`src/rtl/riscv_pkg.sv`:
```
// Shared RISC-V front-end definitions: instruction width, fetch FSM encodings
// and the misaligned-fetch test used by the fetch unit.
package riscv_pkg;

  localparam int INSTR_W = 32;

  localparam logic [1:0] FETCH_IDLE = 2'd0;
  localparam logic [1:0] FETCH_WAIT = 2'd1;
  localparam logic [1:0] FETCH_DROP = 2'd2;

  function automatic logic is_misaligned(input logic [1:0] addr_lo);
    return addr_lo != 2'b00;
  endfunction

endpackage

```
`src/rtl/riscv_fetch_fifo.sv`:
```
// Circular fetch queue with occupancy count; flush wins over push and pop.
// Storage is deliberately left unreset, only the pointers and count reset.
module riscv_fetch_fifo #(
  parameter int DEPTH = 2,
  parameter int WIDTH = 64
) (
  input  logic                         clk_i,
  input  logic                         reset_i,
  input  logic                         push_i,
  input  logic                         pop_i,
  input  logic                         flush_i,
  input  logic [WIDTH-1:0]             data_i,
  output logic [WIDTH-1:0]             data_o,
  output logic [$clog2(DEPTH+1)-1:0]   count_o
);

  localparam int PTR_W = $clog2(DEPTH);
  localparam int CNT_W = $clog2(DEPTH+1);

  logic [WIDTH-1:0] r_mem [DEPTH];
  logic [PTR_W-1:0] r_wptr;
  logic [PTR_W-1:0] r_rptr;
  logic [CNT_W-1:0] r_count;

  always_ff @(posedge clk_i) begin
    if (push_i && !flush_i) begin
      r_mem[r_wptr] <= data_i;
    end
  end

  // DEPTH is a power of two, so pointer wrap is plain modular overflow
  always_ff @(posedge clk_i or negedge reset_i) begin
    if (!reset_i) begin
      r_wptr  <= '0;
      r_rptr  <= '0;
      r_count <= '0;
    end else if (flush_i) begin
      r_wptr  <= '0;
      r_rptr  <= '0;
      r_count <= '0;
    end else begin
      if (push_i) begin
        r_wptr <= r_wptr + PTR_W'(1);
      end
      if (pop_i) begin
        r_rptr <= r_rptr + PTR_W'(1);
      end
      if (push_i && !pop_i) begin
        r_count <= r_count + CNT_W'(1);
      end else if (pop_i && !push_i) begin
        r_count <= r_count - CNT_W'(1);
      end
    end
  end

  assign data_o  = r_mem[r_rptr];
  assign count_o = r_count;

endmodule

```
`src/rtl/riscv_ifetch.sv`:
```
// Instruction fetch unit: one outstanding memory read, small decode queue, branch flush.
// Define RISCV_IFETCH_MISALIGN_CHK_EN to tag fetches whose address is not word aligned.
module riscv_ifetch
  import riscv_pkg::*;
#(
  parameter int PC_SIZE  = 32,
  parameter int FQ_DEPTH = 2
) (
  input  logic               clk_i,
  input  logic               reset_i,
  input  logic [PC_SIZE-1:0] pc_addr_i,
  output logic               ird_o,
  input  logic               branch_taken_i,
  output logic               imem_req_o,
  output logic [PC_SIZE-1:0] imem_addr_o,
  input  logic               imem_rvalid_i,
  input  logic [INSTR_W-1:0] imem_rdata_i,
  output logic               id_valid_o,
  input  logic               id_ready_i,
  output logic [INSTR_W-1:0] id_instr_o,
  output logic [PC_SIZE-1:0] id_pc_o,
  output logic               id_fault_o
);

  localparam int CNT_W = $clog2(FQ_DEPTH+1);
`ifdef RISCV_IFETCH_MISALIGN_CHK_EN
  localparam int ENTRY_W = PC_SIZE + INSTR_W + 1;
`else
  localparam int ENTRY_W = PC_SIZE + INSTR_W;
`endif

  logic [1:0]         r_state;
  logic [PC_SIZE-1:0] r_addr;
  logic [CNT_W-1:0]   w_count;
  logic [CNT_W-1:0]   w_count_after_pop;
  logic               w_valid;
  logic               w_pop;
  logic               w_push;
  logic               w_issue;
  logic [ENTRY_W-1:0] w_wdata;
  logic [ENTRY_W-1:0] w_rdata;

  assign w_valid           = (w_count != '0);
  assign w_pop             = w_valid && id_ready_i;
  assign w_count_after_pop = w_count - {{(CNT_W-1){1'b0}}, w_pop};
  // A branch flushes the queue, so it always leaves room for the jump target
  assign w_issue = reset_i && (r_state == FETCH_IDLE) &&
                   (branch_taken_i || (w_count_after_pop < CNT_W'(FQ_DEPTH)));
  assign w_push  = (r_state == FETCH_WAIT) && imem_rvalid_i && !branch_taken_i;

  assign imem_req_o  = w_issue;
  assign imem_addr_o = pc_addr_i;
  assign ird_o       = reset_i && (w_issue || branch_taken_i);

  always_ff @(posedge clk_i or negedge reset_i) begin
    if (!reset_i) begin
      r_state <= FETCH_IDLE;
    end else begin
      case (r_state)
        FETCH_IDLE: if (w_issue) r_state <= FETCH_WAIT;
        FETCH_WAIT: begin
          if (imem_rvalid_i) begin
            r_state <= FETCH_IDLE;
          end else if (branch_taken_i) begin
            r_state <= FETCH_DROP;
          end
        end
        FETCH_DROP: if (imem_rvalid_i) r_state <= FETCH_IDLE;
        default:    r_state <= FETCH_IDLE;
      endcase
    end
  end

  always_ff @(posedge clk_i or negedge reset_i) begin
    if (!reset_i) begin
      r_addr <= '0;
    end else if (w_issue) begin
      r_addr <= pc_addr_i;
    end
  end

`ifdef RISCV_IFETCH_MISALIGN_CHK_EN
  logic r_fault;

  always_ff @(posedge clk_i or negedge reset_i) begin
    if (!reset_i) begin
      r_fault <= 1'b0;
    end else if (w_issue) begin
      r_fault <= is_misaligned(pc_addr_i[1:0]);
    end
  end

  assign w_wdata    = {r_fault, r_addr, imem_rdata_i};
  assign id_fault_o = w_valid && w_rdata[ENTRY_W-1];
`else
  assign w_wdata    = {r_addr, imem_rdata_i};
  assign id_fault_o = 1'b0;
`endif

  riscv_fetch_fifo #(
    .DEPTH (FQ_DEPTH),
    .WIDTH (ENTRY_W)
  ) u_fifo (
    .clk_i   (clk_i),
    .reset_i (reset_i),
    .push_i  (w_push),
    .pop_i   (w_pop),
    .flush_i (branch_taken_i),
    .data_i  (w_wdata),
    .data_o  (w_rdata),
    .count_o (w_count)
  );

  assign id_valid_o = w_valid;
  assign id_instr_o = w_rdata[INSTR_W-1:0];
  assign id_pc_o    = w_rdata[INSTR_W +: PC_SIZE];

endmodule

```
`config.mk`:
```
export PLATFORM = sky130hd
export DESIGN_NAME = riscv_ifetch
export DESIGN_NICKNAME = d
export VERILOG_FILES = /design/src/rtl/riscv_pkg.sv /design/src/rtl/riscv_fetch_fifo.sv /design/src/rtl/riscv_ifetch.sv
export SDC_FILE = /design/constraint.sdc
export NUM_CORES = 1
export LEC_CHECK = 0
export CAP_MARGIN = 20
export CORE_MARGIN = 8
export CORE_UTILIZATION = 30
export DETAILED_ROUTE_END_ITERATION = 6
export GPL_ROUTABILITY_DRIVEN = 0
export SETUP_SLACK_MARGIN = 0.02
export SYNTH_ARGS = -nofsm -noshare
export SYNTH_HDL_FRONTEND = slang
export SYNTH_SLANG_ARGS = --single-unit
```
`constraint.sdc`:
```
create_clock -name clk_i -period 6.4 [get_ports clk_i]
set_input_delay 1.28 -clock clk_i [delete_from_list [all_inputs] [get_ports clk_i]]
set_output_delay 1.28 -clock clk_i [all_outputs]
set_load 0.03 [all_outputs]
```
==> metrics.md <==
| Metric | Value |
|---|---|
| Status | finished clean |
| Relative slew slack | between 30% and 40% |
| Total grt overflow | 0 |
| Static Leak | 0.00301 uW |
| Remaining antenna violation count | 0 |
| CP Data Arrival Time | 3.24 ns |
| Clock sinks | between 150 and 200 |
| Fillers | 1907 |
| Worst hold path type | register to register |
| Max Cap Viol | 0 |
| Syn_nets | a little over 400 |
| Final Critical Period | ~4.5 ns |
| Setup TNS | 0 ns |
| Drc violations | 0 |
| Clock Tree Root | clkbuf_16 |
| Mean Syn Cell Area | approximately 19 sq um |
| Via/cell ratio | roughly 4.3 |
| Clock Skew | about 0.0055 ns |
| Clock Path Buffers | 2 |
| DP HPWL | about 9000 um |
| Core Box Area | around 21000 sq um |
| CP required | 5.12 ns |
| First-pass GRT wire length | 21400 um |
| Family with the most delay on the worst path | buffers and inverters |
| WP buf/inv | 3 |
| Startpoint Class | primary input |
| Largest net degree at the start of global routing | 41 |
| Max Freq | approximately 220 MHz |
| Via count | around 3400 |
| Post-CTS Setup Repair Bufs | 0 |
| Worst Max-Slew Pin Slew | between 1 and 1.5 ns |
| Slew Limit Fails | 0 |
| Cell row count | 53 |
| PostCTS Resize Cnt | 0 |
| Crit-path max FO | 16 |
| Layout Nets | 556 |
| CTS tree | done |
| Cts bufs inserted | 17 |
| Initial antenna violation count | 0 |
| Number of port buffers | around 170 |
| Final period util | between 70% and 80% |
| Critical path, cell by cell | clkdlybuf4s50_1, o311ai_4, buf_4, nand2_1, clkdlybuf4s50_1 |
| Switching share of power | between 20 and 30% |
| Wire per inst | roughly 18 um |
| Register area share after synthesis | around 75% |
| Leading cell type in the layout, fill and taps excluded | clkdlybuf4s50_1 |
| Cts-stage hold buffer count | 0 |
| Gr usage total | 10.7% |
| Yosys cell types | 28 |
| Skew-Pair Late Insertion Delay | around 0.4 ns |
| Worst setup EP type | output port |
| Most frequent cells in the layout | 166 x clkdlybuf4s50_1, 128 x edfxtp_1, 94 x mux2_2 |
| Internal | between 2000 and 2500 uW |
| Drt total wl | 13800 um |
| Worst VDD drop | between 150 and 200 uV |
| Sw power | ~680 uW |
| Die Ht | 162 um |
| RSZ-0062 raised after global routing | no |
| Number of register bits inferred by synthesis | 166 |
| Final Power | 2690 uW |
| CTS clk-pin slew, worst paths | roughly 0.06 ns |
| Synth warn | 0 |
| Clock power share | 36.7% |
| Max incr delay on CP | a little over 0.6 ns |
| Final-report hold violation count | 0 |
| Endpoints failing setup | 0 |
| Share of cells above drive strength 1 | roughly 28% |
| Starting DRT DRC Count | approximately 110 |
| Sequential share of power | around 50% |
| Die X | approximately 160 um |
| Number of global-route vias before repair | 3913 |
| Initial core utilization | a little under a third |
| First-pass iteration count of the detailed router | 4 |
| Power per cell area | between 300 and 400 nW/um^2 |
| Cell area after synthesis | approximately 6400 sq um |
| Syn Inst Count | between 300 and 400 |
| Most used cell, CP | clkdlybuf4s50_1 |
| Critical path class | primary input to output port |
| Comb power frac | around 14% |
| Area grow syn2layout | 36.3% |
| Die ar. | between 20000 and 30000 sq um |
| Slowest cell on crit path | clkdlybuf4s50_1 |
| Ports | roughly 170 |
| H-tree level count | 4 |
==> stage by stage <==
step | cell area (sq um) | util (%) | setup WS (ns) | hold slack, ns | instances
2_1_floorplan | 6400 | - | 1.46 | 0.437 | 339
3_5_place_dp | 8150 | 38.9 | 1.89 | 0.449 | 743
4_1_cts | 8720 | 41.6 | 1.89 | 0.467 | 775
6_report | 8730 | 41.6 | 1.88 | 0.464 | 776
3_3_place_gp | 8150 | 38.9 | 1.91 | 0.441 | 743
5_1_grt | 8720 | 41.6 | 1.80 | 0.478 | 775
==> power groups by stage <==
stage | Sequential, uW | Combinational [uW] | Clock (uW)
3_3_place_gp | 1350 | 371 | 0
4_1_cts | 1330 | 379 | 1020
2_1_floorplan | 1330 | 235 | 0
5_1_grt | 1340 | 394 | 1070
6_report | 1330 | 370 | 985
3_5_place_dp | 1360 | 377 | 0
==> cell usage after synthesis <==
cell type	n	area, sq um
o2bb2ai_1	1	8.76
nor2b_1	1	6.26
xor2_1	1	8.76
nor2b_2	1	8.76
o21a_1	1	7.51
conb_1	1	3.75
buf_2	6	30.0
edfxtp_1	128	3840
o21ai_0	1	5.00
nor2_1	5	18.8
o311ai_4	1	26.3
inv_1	4	15.0
mux2i_1	1	10.0
o41ai_1	1	8.76
nor4_1	1	6.26
dfrtp_1	38	951
xnor2_1	1	8.76
clkbuf_1	2	7.51
nand2b_1	1	6.26
buf_4	33	248
buf_6	3	33.8
nor3_1	1	5.00
mux2_2	94	1060
mux2_1	2	22.5
or2_2	2	12.5
nand2_1	4	15.0
a21oi_1	2	10.0
nand3b_1	2	15.0
==> final timing paths <==
check,from,end,depth (start not counted),slack [ns]
worst max-delay path,branch_taken_i,ird_o,5,1.88
worst min-delay path,r_addr[30]$_DFFE_PN0P_,u_fifo.r_mem[0][62]$_DFFE_PP_,0,0.46
worst max register to register,r_state[1]$_DFFE_PN0P_,u_fifo.r_mem[0][54]$_DFFE_PP_,4,3.51
worst min register to register,r_addr[30]$_DFFE_PN0P_,u_fifo.r_mem[0][62]$_DFFE_PP_,0,0.46
max in group asynchronous,reset_i,u_fifo.r_rptr$_DFFE_PN0P_,2,4.94
min in group asynchronous,reset_i,r_addr[15]$_DFFE_PN0P_,2,1.04
==> layer usage <==
| metal | wire length (um) | track usage, % |
|---|---|---|
| met1 | 5500 | 10.9 |
| met2 | 7300 | 19.8 |
| met3 | 789 | 3.29 |
| met5 | 0 | 0 |
| met4 | 196 | 4.67 |
==> worst register-to-register path, delay by kind of cell, from the launching register on <==
family,cells,cell delay (ns)
simple gates,3,1.50
flops,1,0.43
buf+inv,1,0.58
==> final cells by class <==
class | instances | area, sq um | share of cell area (%)
clock buffers | 18 | 429 | 4.92
well taps | 275 | 344 | 3.94
multi-input cells | 125 | 1290 | 14.8
flip-flops and latches | 166 | 4800 | 55.0
clock inverters | 14 | 141 | 1.62
repair buffers | 173 | 1710 | 19.6
diodes | 1 | 2.50 | 0.0287
inverters | 4 | 15.0 | 0.172
==> sequential cells by signal (all words and copies together) (netlist names) <==
register / flops
u_fifo.r_rptr: 1
u_fifo.count_o: 2
r_addr: 32
u_fifo.r_wptr: 1
r_state: 2
u_fifo.r_mem: 128
==> logic make-up after synthesis <==
family,synth area share [%]
mux,17.0
simple gates,1.47
other cells,0.0586
xor+xnor,0.274
compound gates,1.04
flops,74.9
buf+inv,5.22
No activity file was read; power rests on OpenSTA's default activity.
